`config.mk`:
```
export PLATFORM = sky130hd
export DESIGN_NAME = hs_rx_fifo_flat
export DESIGN_NICKNAME = d
export VERILOG_FILES = /design/src/rtl/hs_rx_fifo_if.sv /design/src/rtl/hs_rx_fifo.sv /design/src/flat_wrapper.sv
export SDC_FILE = /design/constraint.sdc
export NUM_CORES = 1
export LEC_CHECK = 0
export BUFFER_PORTS_ARGS = -buffer_cell sky130_fd_sc_hd__buf_2
export CAP_MARGIN = 20
export CORE_ASPECT_RATIO = 2
export CORE_MARGIN = 2
export CORE_UTILIZATION = 36
export CTS_BUF_LIST = sky130_fd_sc_hd__clkbuf_2
export DETAILED_ROUTE_END_ITERATION = 12
export GPL_TIMING_DRIVEN = 1
export PLACE_DENSITY_LB_ADDON = 0.1
export SLEW_MARGIN = 20
export SYNTH_ARGS = -nofsm -noshare
export SYNTH_HDL_FRONTEND = slang
export SYNTH_SLANG_ARGS = --single-unit
```
`constraint.sdc`:
```
create_clock -name dclk -period 7.25 [get_ports dclk]
set_clock_uncertainty 0.1 [all_clocks]
set_input_delay 2.175 -clock dclk [delete_from_list [all_inputs] [get_ports dclk]]
set_output_delay 2.175 -clock dclk [all_outputs]
set_load 0.005 [all_outputs]
```
`src/rtl/hs_rx_fifo_if.sv`:
```
// Handshake bundle between the synchronizer/consumer side and hs_rx_fifo.
// master: the environment (push strobe + consumer ready); slave: the FIFO.
interface hs_rx_fifo_if #(
  parameter int WIDTH = 32
);
  logic             dvalid;
  logic [WIDTH-1:0] dout;
  logic             dbusy;
  logic             out_valid;
  logic [WIDTH-1:0] out_data;
  logic             out_ready;

  modport master (
    output dvalid, dout, out_ready,
    input  dbusy, out_valid, out_data
  );

  modport slave (
    input  dvalid, dout, out_ready,
    output dbusy, out_valid, out_data
  );
endinterface

```
`src/rtl/hs_rx_fifo.sv`:
```
// hs_rx_fifo: destination-side receive buffer downstream of the handshake
// synchronizer. Captures single-cycle dvalid/dout words into a circular buffer
// and presents them first-word-fall-through on a valid/ready interface.
// dbusy asserts at DEPTH-1 entries so in-flight words always find a slot.
// Optional feature macro: HS_RX_OVF_CNT_EN (8-bit saturating drop counter).
module hs_rx_fifo #(
  parameter  int WIDTH = 32,
  parameter  int DEPTH = 4,
  localparam int AW    = $clog2(DEPTH)
) (
  input  logic          dclk,
  input  logic          rst_n,
  hs_rx_fifo_if.slave   bus,
  input  logic          flush,
  output logic [AW:0]   level,
  output logic          ovf,
  output logic [7:0]    ovf_cnt
);

  localparam logic [AW:0] FULL_LVL = (AW+1)'(DEPTH);
  localparam logic [AW:0] BUSY_LVL = (AW+1)'(DEPTH - 1);

  logic [AW-1:0]    wp_q, wp_d;
  logic [AW-1:0]    rp_q, rp_d;
  logic [AW:0]      cnt_q, cnt_d;
  logic             ovf_q, ovf_d;
  logic [WIDTH-1:0] mem_q [DEPTH];

  logic push, pop, full, push_ok, drop;

  assign push    = bus.dvalid;
  assign pop     = bus.out_valid & bus.out_ready;
  assign full    = (cnt_q == FULL_LVL);
  // A full FIFO still takes a word if the head leaves in the same cycle.
  assign push_ok = push & (~full | pop);
  assign drop    = push & ~push_ok;

  assign bus.out_valid = (cnt_q != '0);
  assign bus.out_data  = mem_q[rp_q];
  assign bus.dbusy     = (cnt_q >= BUSY_LVL);
  assign level         = cnt_q;
  assign ovf           = ovf_q;

  // Next-state for pointers, occupancy and sticky overflow; flush wins over traffic.
  always_comb begin
    wp_d  = wp_q;
    rp_d  = rp_q;
    cnt_d = cnt_q;
    ovf_d = ovf_q;
    if (flush) begin
      wp_d  = '0;
      rp_d  = '0;
      cnt_d = '0;
      ovf_d = 1'b0;
    end else begin
      if (push_ok) wp_d = wp_q + 1'b1;
      if (pop)     rp_d = rp_q + 1'b1;
      case ({push_ok, pop})
        2'b10:   cnt_d = cnt_q + 1'b1;
        2'b01:   cnt_d = cnt_q - 1'b1;
        default: cnt_d = cnt_q;
      endcase
      if (drop) ovf_d = 1'b1;
    end
  end

  // Control state registers with synchronous active-low reset.
  always_ff @(posedge dclk) begin
    if (!rst_n) begin
      wp_q  <= '0;
      rp_q  <= '0;
      cnt_q <= '0;
      ovf_q <= 1'b0;
    end else begin
      wp_q  <= wp_d;
      rp_q  <= rp_d;
      cnt_q <= cnt_d;
      ovf_q <= ovf_d;
    end
  end

  // One register per entry; cleared on reset so out_data reads zero afterwards.
  generate
    for (genvar gi = 0; gi < DEPTH; gi++) begin : g_mem
      logic we;
      assign we = push_ok & ~flush & (wp_q == AW'(gi));
      // Capture the pushed word into this slot when the write pointer selects it.
      always_ff @(posedge dclk) begin
        if (!rst_n)  mem_q[gi] <= '0;
        else if (we) mem_q[gi] <= bus.dout;
      end
    end
  endgenerate

`ifdef HS_RX_OVF_CNT_EN
  logic [7:0] ovf_cnt_q, ovf_cnt_d;

  // Saturating count of dropped words, cleared by flush.
  always_comb begin
    ovf_cnt_d = ovf_cnt_q;
    if (flush)                          ovf_cnt_d = 8'd0;
    else if (drop && ovf_cnt_q != 8'hFF) ovf_cnt_d = ovf_cnt_q + 8'd1;
  end

  // Drop counter register.
  always_ff @(posedge dclk) begin
    if (!rst_n) ovf_cnt_q <= 8'd0;
    else        ovf_cnt_q <= ovf_cnt_d;
  end

  assign ovf_cnt = ovf_cnt_q;
`else
  assign ovf_cnt = 8'd0;
`endif

endmodule
```
`src/flat_wrapper.sv`:
```
// flat-port wrapper written by rule: the top's interface ports become plain ports
module hs_rx_fifo_flat 
#(
  parameter  int WIDTH = 32,
  parameter  int DEPTH = 4,
  localparam int AW    = $clog2(DEPTH)
)
  (dclk, rst_n, flush, level, ovf, ovf_cnt, bus_dvalid, bus_dout, bus_out_ready, bus_dbusy, bus_out_valid, bus_out_data);
  hs_rx_fifo_if #(.WIDTH(WIDTH)) bus_i ();
  input  logic dclk;
  input  logic rst_n;
  input  logic flush;
  output logic [AW:0] level;
  output logic ovf;
  output logic [7:0] ovf_cnt;
  input wire logic [$bits(bus_i.dvalid)-1:0] bus_dvalid;
  input wire logic [$bits(bus_i.dout)-1:0] bus_dout;
  input wire logic [$bits(bus_i.out_ready)-1:0] bus_out_ready;
  output wire logic [$bits(bus_i.dbusy)-1:0] bus_dbusy;
  output wire logic [$bits(bus_i.out_valid)-1:0] bus_out_valid;
  output wire logic [$bits(bus_i.out_data)-1:0] bus_out_data;
  assign bus_i.dvalid = bus_dvalid;
  assign bus_i.dout = bus_dout;
  assign bus_i.out_ready = bus_out_ready;
  assign bus_dbusy = bus_i.dbusy;
  assign bus_out_valid = bus_i.out_valid;
  assign bus_out_data = bus_i.out_data;
  hs_rx_fifo #(.WIDTH(WIDTH), .DEPTH(DEPTH)) u_core (.dclk(dclk), .rst_n(rst_n), .bus(bus_i), .flush(flush), .level(level), .ovf(ovf), .ovf_cnt(ovf_cnt));
endmodule
```
==> results of run 1 <==
[registers in the layout, indices dropped and copies added, names as in the netlist, named ones only]
signal	flops
u_core.rp_q	2
u_core.wp_q	2
u_core.mem_q	128
u_core.ovf	1
u_core.level	3
[where the power goes]
part	leakage (nW)	switching [mW]	internal [mW]	total [mW]
clock	0.129	0.274	0.156	0.431
sequential	1.41	0.0104	0.902	0.912
combinational	1.10	0.0600	0.0461	0.106
[cells in the final DEF (no fill, tap or decap), types with 2 or more instances in the layout]
master / instances
o21ai_4: 4
a21oi_1: 4
mux4_2: 32
nor2_1: 7
edfxtp_1: 128
xor2_1: 3
clkbuf_2: 19
o21ai_0: 3
conb_1: 8
nor4_2: 4
dfxtp_2: 2
nand2b_1: 2
nand2_1: 3
dfxtp_1: 8
bufinv_16: 2
buf_4: 10
inv_1: 10
ha_1: 5
clkinvlp_4: 5
and2_1: 128
buf_2: 74
or3_1: 4
clkinv_2: 4
[worst paths after layout]
path / startpoint / end / slack, ps / depth (start not counted)
setup / recovery: flop / bus_out_data[10] / 2410 / 3
hold / removal: u_core.ovf / u_core.ovf / 400 / 2
setup reg to reg: u_core.level[0] / u_core.level[2] / 4590 / 8
hold reg to reg: u_core.ovf / u_core.ovf / 400 / 2
[metal layers]
| metal | part of all wire, % | GRT usage (%) |
|---|---|---|
| met5 | 0 | 0 |
| met4 | 1.3 | 5.44 |
| met3 | 3.4 | 3.58 |
| met2 | 58 | 29.3 |
| met1 | 37 | 17.1 |
[stage by stage]
step | cells | total power, mW | instance area (sq um) | util [%]
floorplan | 392 | 0.986 | 6110 | -
global placement | 654 | 1.04 | 6750 | 40.4
detailed placement | 654 | 1.04 | 6750 | 40.4
CTS | 686 | 1.47 | 6970 | 41.8
global route | 687 | 1.51 | 6970 | 41.8
finish | 687 | 1.45 | 6970 | 41.8
[logic make-up after synthesis]
logic type,count (synthesis),synth area share [%]
compound gates,15,1.44
xor+xnor,4,0.576
fa+ha+maj,6,1.36
buf+inv,39,3.00
flops,138,66.4
mux,32,11.8
other cells,1,0.0616
simple gates,150,15.3
[final cells by class]
type                            instances  area, sq um  area share [%]
Antenna cell                            1         2.50          0.0359
Clock buffer                           19         95.1            1.36
Clock inverter                         13          130            1.87
Inverter                               10         37.5           0.538
Multi-Input combinational cell        215         1960            28.1
Sequential cell                       138         4050            58.0
Tap cell                              207          259            3.71
Timing Repair Buffer                   84          445            6.39
[tightest hold or removal path, stage by stage (launching register included)]
cell and delay [ps]:
dfxtp_1 370, a21oi_1 40, nor2_1 70
==> results.md, run 1 <==
* Outcome: finished, final reports clean
* Setup tns final at 0 ps
* Worst VDD drop at around 0.093 mV
* Synthesis Warnings at 0
* Critical path arrival at 2570 ps
* Vias post-DR at 3317
* CP Capture Type: output pin
* GRT Overall Usage at roughly 16%
* Row Count at 67
* H-tree depth at 4
* Final Setup Violations at 0
* Synth Flop Type: edfxtp_1
* Final-stage net count at 509
* DR WL/cell at approximately 19 microns
* Crit path kind: reg -> out
* Placer Congestion at 0.680
* Num CTS Buffers at 17
* Die area at 0.0180 sq mm
* Worst Path Buf+Inv at 2
* Clock root cell: clkbuf_2
* Final Hold Vio Count at 0
* Clock Pin Slew Worst Setup and Hold Paths at 180 ps
* Starting Density at 36.5%
* Worst setup margin at between 2000 and 2500 ps
* CP peak stage delay at 620 ps
* Total setup buffers inserted after CTS at 0
* RSZ-0062 raised after global routing: false
* Top cell family by delay on the critical path: buffers and inverters
* Critical Path Start Type: flop
* Seq/Total Area, Yosys at about 66%
* Period utilisation layout at 66.8%
* Global-route wire length before repair at between 20000 and 25000 microns
* Final antenna-violating net count at 0
* Pwr Density at 208 mW/mm^2
* Clock sinks at 138
* Slew HR at 35.5%
* Layout cells sized above 1 at 33.0%
* Largest area contributor in the netlist: edfxtp_1
* Post-synth top cells: 128 x and2_1, 128 x edfxtp_1, 32 x mux4_2
* Grt ovf at 0
* Post-synth cell types at 27
* Pins Over Slew Limit at 0
* CP Cell Sequence: buf_4 > mux4_2 > buf_2
* Vias in the first global route at 3607
* First drt pass iteration count at 4
* Hold buffers post-CTS at 0
* Worst-path maximum fanout at 24
* Die Wd at around 96 microns
* # IOs at 83
* Largest net degree at the start of global routing at 33
* CORE AREA at between 0.015 and 0.02 sq mm
* Setup WS pre-CTS at ~2800 ps
* Synth Register Bits at roughly 140
* Worst path slowest cell: mux4_2
* Drt drc at 0
* Top post-synthesis cells by area: edfxtp_1 63%, and2_1 13%, mux4_2 12%, dfxtp_1 3.3%, ha_1 1.0%
* Max Freq at 0.207 GHz
* Worst hold margin at just over 400 ps
* Crit path time final at just under 5000 ps
* Syn Inst Count at 385
* Die Span Y at 188 microns
* Tightest Pin Transition at slightly below 1000 ps
* Initial drt markers at 140
* Leak Pwr at 2.64 nW
* WP data required at 4970 ps
* Initial antenna violation count at 1
* Vias per inst at 4.83
* Area Growth Syn to Fin at 14.6%
* Yosys top cell area share at 63.1%
* Post-synth EDFFs at 128
* CTS resizes at 0
* Clock buffer depth at 2
* Maxcap violations at 0
* Dpl hpwl at 7720 microns
* Filler Cells Inserted at 1602
* Routed WL at 13100 microns
* Worst skew pair latency at roughly 670 ps
* Async S/R FF share, synth at 0%
* Avg Cell Area, Syn at ~16 sq um
* Mapped cell area at 0.00609 sq mm
* Port-buffer cells at 74
* CTS tree: done
* Hold Crit Class: reg -> reg
No activity file was read; power rests on OpenSTA's default activity.
==> inputs of run 2 (changes only) <==
==> constraint.sdc (replaced) <==
create_clock -name dclk -period 5.1 [get_ports dclk]
set_clock_uncertainty 0.1 [all_clocks]
set_input_delay 1.53 -clock dclk [delete_from_list [all_inputs] [get_ports dclk]]
set_output_delay 1.53 -clock dclk [all_outputs]
set_load 0.005 [all_outputs]
==> run 2 against run 1 <==
- via count down 0.81%
- first-iteration DRC count up 45%
- largest cell class unchanged
- worst hold slack worse by 5.0 ps
- clock power up 69%
- utilization up 0.41 points
- register-to-register slack worse by 2100 ps
- routed wire length up 4.0%
==> results.md, run 2 (synthesized netlist as in run 1, its figures left out) <==
* Final Setup Violations at 0 (unchanged)
* Die Span Y at 188 microns (unchanged)
* Multi-input logic area at 0.00196 sq mm (unchanged)
* DR WL/cell at 19.7 microns (was 19.0 microns)
* Vias per inst at 4.77 (was 4.83)
* Clock Pin Slew Worst Setup and Hold Paths at 210 ps (was 180 ps)
* Starting Density at 36.5% (unchanged)
* CTS tree: done (unchanged)
* Worst hold margin at 400 ps (was 405 ps)
* Initial drt markers at 203 (was 140)
* Drt drc at 0 (unchanged)
* CORE AREA at 0.0167 sq mm (unchanged)
* Die Wd at 95.9 microns (unchanged)
* Vias post-DR at 3290 (was 3317)
* Largest net degree at the start of global routing at 33 (unchanged)
* Row Count at 67 (unchanged)
* Filler Cells Inserted at 1567 (was 1602)
* Register area at 0.00405 sq mm (unchanged)
* CTS resizes at 0 (unchanged)
* Die area at 0.0180 sq mm (unchanged)
* Worst skew pair latency at 660 ps (was 670 ps)
* WP data required at 3470 ps (was 4970 ps)
* Max reg flops at 128 (unchanged)
* Crit path time final at 3900 ps
* Setup tns final at 0 ps (unchanged)
* Tightest Pin Transition at 906 ps (was 968 ps)
* Total setup buffers inserted after CTS at 0 (unchanged)
* Pins Over Slew Limit at 0 (unchanged)
* Maxcap violations at 0 (unchanged)
* Layout cells sized above 1 at 33.4% (was 33.0%)
* Global-route wire length before repair at 21200 microns (was 20300 microns)
* Worst VDD drop at 0.128 mV (was 0.0934 mV)
* GRT Overall Usage at 16.7% (was 15.8%)
* Placer Congestion at 0.715 (was 0.680)
* Biggest register: u_core.mem_q (unchanged)
* CP peak stage delay at 970 ps (was 620 ps)
* Dpl hpwl at 9220 microns (was 7720 microns)
* Critical path arrival at 2270 ps (was 2570 ps)
* First drt pass iteration count at 5 (was 4)
* Worst path slowest cell: dfxtp_2 (was mux4_2)
* CP Capture Type: output pin (unchanged)
* Clock root cell: clkbuf_2 (unchanged)
* Initial antenna violation count at 1 (unchanged)
* Outcome: finished, final reports clean (unchanged)
* Clock buffer depth at 2 (unchanged)
* Area Growth Syn to Fin at 15.7% (was 14.6%)
* Pwr Density at 310 mW/mm^2 (was 208 mW/mm^2)
* H-tree depth at 4 (unchanged)
* # IOs at 83 (unchanged)
* Critical Path Start Type: flop (unchanged)
* Vias in the first global route at 3768 (was 3607)
* Crit path kind: reg -> out (unchanged)
* Clock sinks at 138 (unchanged)
* Port-buffer cells at 74 (unchanged)
* Routed WL at 13600 microns (was 13100 microns)
* RSZ-0062 raised after global routing: false (unchanged)
* Leak Pwr at 2.70 nW (was 2.64 nW)
* Num CTS Buffers at 17 (unchanged)
* Period utilisation layout at 76.5%
* Hold buffers post-CTS at 0 (unchanged)
* Final-stage net count at 512 (was 509)
* Final Hold Vio Count at 0 (unchanged)
* Final antenna-violating net count at 0 (unchanged)
* Max Freq at 0.256 GHz
* Hold Crit Class: reg -> reg (unchanged)
* Most frequent cells in the layout: 128 x and2_1, 128 x edfxtp_1, 74 x buf_2, 32 x mux4_2, 20 x clkbuf_2 (was 128 x and2_1, 128 x edfxtp_1, 74 x buf_2, 32 x mux4_2, 19 x clkbuf_2)
* Grt ovf at 0 (unchanged)
* CP Cell Sequence: mux4_2 > buf_2 (was buf_4 > mux4_2 > buf_2)
* Worst-path maximum fanout at 32 (was 24)
* Slew HR at 39.6% (was 35.5%)
[run 2: changes by cell type in the layout (fill, tap and decap cells not counted), moves of 2 or more]
| cell | delta |
|---|---|
| buf_4 | +3 |
| bufinv_16 | +2 |
| clkinvlp_4 | -5 |
| inv_4 | +4 |
| clkinv_2 | -3 |
[run 2: report_power, final]
group / switching (mW) / internal (mW) / leakage [nW]
sequential: 0.0172 / 1.28 / 1.41
clock: 0.399 / 0.329 / 0.171
combinational: 0.0858 / 0.0676 / 1.12
[run 2: stage by stage]
stage / setup WS [ps] / cell area (sq um) / cells / utilization (%) / total power [mW]
4_1_cts: 1020 / 7040 / 689 / 42.2 / 2.22
2_1_floorplan: 218 / 6110 / 392 / - / 1.40
6_report: 1200 / 7040 / 690 / 42.2 / 2.18
3_5_place_dp: 1300 / 6770 / 657 / 40.6 / 1.49
3_3_place_gp: 1320 / 6770 / 657 / 40.6 / 1.48
5_1_grt: 980 / 7040 / 690 / 42.2 / 2.27
[run 2: cell type report]
type                       count  share of cell area, %
sequential                   138                   57.5
multi-input combinational    215                   27.8
timing repair buffer          87                   6.65
tap                          207                   3.68
clock inverter                12                   2.43
clock buffer                  20                   1.42
inverter                      10                  0.533
antenna                        1                 0.0355
[run 2: worst paths after layout]
check / startpoint / end / slack (ps) / cells past startpoint
hold / removal: u_core.ovf / u_core.ovf / 400 / 2
setup / recovery: flop / bus_out_data[17] / 1200 / 2
setup reg to reg: u_core.level[2] / u_core.level[2] / 2470 / 8
hold reg to reg: u_core.ovf / u_core.ovf / 400 / 2
[run 2: critical path, delay by kind of cell (launching register included)]
family,cells,cell delay (ps)
flip-flops,1,970
buffers and inverters,1,160
multiplexers,1,470
[run 2: routing by layer]
metal	vias up	track usage [%]	share of wire, %
li1	1555	-	-
met2	54	31.3	60
met3	2	3.01	2.4
met1	1679	17.9	37
met5	-	0	0
met4	0	6.15	0.61
==> inputs of run 3 (changes only) <==
==> constraint.sdc (replaced) <==
create_clock -name dclk -period 3.7 [get_ports dclk]
set_clock_uncertainty 0.1 [all_clocks]
set_input_delay 1.11 -clock dclk [delete_from_list [all_inputs] [get_ports dclk]]
set_output_delay 1.11 -clock dclk [all_outputs]
set_load 0.005 [all_outputs]
==> run 3 against run 2 <==
- register-to-register slack got worse by 1100 ps
- critical path depth increased by 1
- non-clock buffer count increased by 8
- global-route usage decreased by 0.68 points
- final area increased by 0.55%
- total power increased by 32%
- worst hold slack improved by 15 ps
- worst setup slack got worse by 920 ps
- clock power increased by 21%
- first-iteration DRC count decreased by 35%
- sequential cell count unchanged
- combinational power increased by 39%
- largest power group unchanged
- highest routed layer unchanged
==> results.md, run 3 (synthesized netlist as in run 1, its figures left out) <==
* Outcome: finished, final reports clean (unchanged)
* Worst VDD drop at 0.321 mV (was 0.128 mV)
* Worst-path maximum fanout at 22 (was 32)
* Initial drt markers at 132 (was 203)
* Max reg flops at 128 (unchanged)
* Clock sinks at 138 (unchanged)
* Filler Cells Inserted at 1579 (was 1567)
* Final antenna-violating net count at 0 (unchanged)
* Crit path time final at 3420 ps
* Hold Path Origin: u_core.ovf (unchanged)
* Setup tns final at 0 ps (unchanged)
* Area Growth Syn to Fin at 16.3% (was 15.7%)
* CTS tree: done (unchanged)
* Worst r2r path cells at 8 (unchanged)
* Pins Over Slew Limit at 0 (unchanged)
* Die area at 0.0180 sq mm (unchanged)
* Drt drc at 0 (unchanged)
* Critical Path Start Type: flop (unchanged)
* Die Span Y at 188 microns (unchanged)
* Clock Pin Slew Worst Setup and Hold Paths at 180 ps (was 210 ps)
* Clock buffer depth at 2 (unchanged)
* Final-stage net count at 520 (was 512)
* Pwr Density at 407 mW/mm^2 (was 310 mW/mm^2)
* Maxcap violations at 0 (unchanged)
* Worst skew pair latency at 670 ps (was 660 ps)
* Slew HR at 56.0% (was 39.6%)
* Biggest register: u_core.mem_q (unchanged)
* Routed WL at 13100 microns (was 13600 microns)
* Final Hold Vio Count at 0 (unchanged)
* Placed Instance Area at 0.00684 sq mm (was 0.00677 sq mm)
* Hold path depth at 2 (unchanged)
* Port-buffer cells at 74 (unchanged)
* CP Capture Type: output pin (unchanged)
* Crit path kind: reg -> out (unchanged)
* Total setup buffers inserted after CTS at 0 (unchanged)
* CP peak stage delay at 800 ps (was 970 ps)
* CORE AREA at 0.0167 sq mm (unchanged)
* # IOs at 83 (unchanged)
* Hold Crit Class: reg -> reg (unchanged)
* Leak Pwr at 2.71 nW (was 2.70 nW)
* WP data required at 2490 ps (was 3470 ps)
* Global-route wire length before repair at 20500 microns (was 21200 microns)
* Most frequent cells in the layout: 128 x and2_1, 128 x edfxtp_1, 74 x buf_2, 32 x mux4_2, 20 x buf_4 (was 128 x and2_1, 128 x edfxtp_1, 74 x buf_2, 32 x mux4_2, 20 x clkbuf_2)
* Vias in the first global route at 3665 (was 3768)
* CTS resizes at 0 (unchanged)
* Layout cells sized above 1 at 34.5% (was 33.4%)
* Num CTS Buffers at 17 (unchanged)
* Max Freq at 0.292 GHz
* Grt ovf at 0 (unchanged)
* First drt pass iteration count at 4 (was 5)
* Vias post-DR at 3357 (was 3290)
* Worst path slowest cell: dfxtp_2 (unchanged)
* DR WL/cell at 18.8 microns (was 19.7 microns)
* H-tree depth at 4 (unchanged)
* Hold buffers post-CTS at 0 (unchanged)
* CP Cell Sequence: buf_4 > mux4_2 > buf_2 (was mux4_2 > buf_2)
* Starting Density at 36.5% (unchanged)
* RSZ-0062 raised after global routing: false (unchanged)
* Largest net degree at the start of global routing at 27 (was 33)
* Reg2Reg Launch Point: u_core.level[0] (was u_core.level[2])
* Design Area, Final at 0.00708 sq mm (was 0.00704 sq mm)
* Placer Congestion at 0.718 (was 0.715)
* Row Count at 67 (unchanged)
* Critical path arrival at 2210 ps (was 2270 ps)
* Vias per inst at 4.81 (was 4.77)
* Initial antenna violation count at 1 (unchanged)
* Tightest Pin Transition at 659 ps (was 906 ps)
* Die Wd at 95.9 microns (unchanged)
* Final Setup Violations at 0 (unchanged)
* Period utilisation layout at 92.5%
* Dpl hpwl at 8410 microns (was 9220 microns)
* Power Total at 2.88 mW (was 2.18 mW)
* GRT Overall Usage at 16.0% (was 16.7%)
* Clock root cell: clkbuf_2 (unchanged)
==> run 3: metal layers <==
| layer | part of all wire [%] | global-route usage [%] | up-vias |
|---|---|---|---|
| met4 | 1.4 | 4.95 | 0 |
| li1 | - | - | 1570 |
| met2 | 59 | 30.1 | 63 |
| met5 | 0 | 0 | - |
| met3 | 3.4 | 4.10 | 11 |
| met1 | 37 | 16.7 | 1713 |
==> run 3: power breakdown <==
part | total, mW | internal, mW | switching (mW) | leakage, nW
combinational | 0.213 | 0.0956 | 0.117 | 1.16
clock | 0.882 | 0.313 | 0.569 | 0.134
sequential | 1.79 | 1.77 | 0.0199 | 1.41
==> run 3: critical path, delay by kind of cell, from the launching register on <==
kind                   cells  cell delay [ps]
multiplexers               1              310
buffers and inverters      2              430
flip-flops                 1              800
==> run 3: path summary, 6_finish.rpt <==
kind	end	slack (ps)
max	bus_out_data[11]	280
min	u_core.ovf	420
max reg2reg	u_core.level[2]	1400
min reg2reg	u_core.ovf	420
==> run 3: cell type report <==
cell class                 instances  area [sq um]  area share, %
tap                              207           259           3.66
antenna                            1          2.50         0.0353
multi-input combinational        215          1960           27.6
timing repair buffer              95           541           7.63
inverter                          10          37.5          0.530
clock buffer                      18          90.1           1.27
clock inverter                    14           148           2.09
sequential                       138          4050           57.1
==> run 3: stage by stage <==
stage,std cells,hold WS (ps),setup slack (ps),utilization (%)
after floorplan,392,360,-762,-
after global placement,665,375,694,41.0
after detailed placement,665,381,673,41.0
after CTS,697,424,140,42.4
after global routing,698,459,56.1,42.4
final,698,415,277,42.4
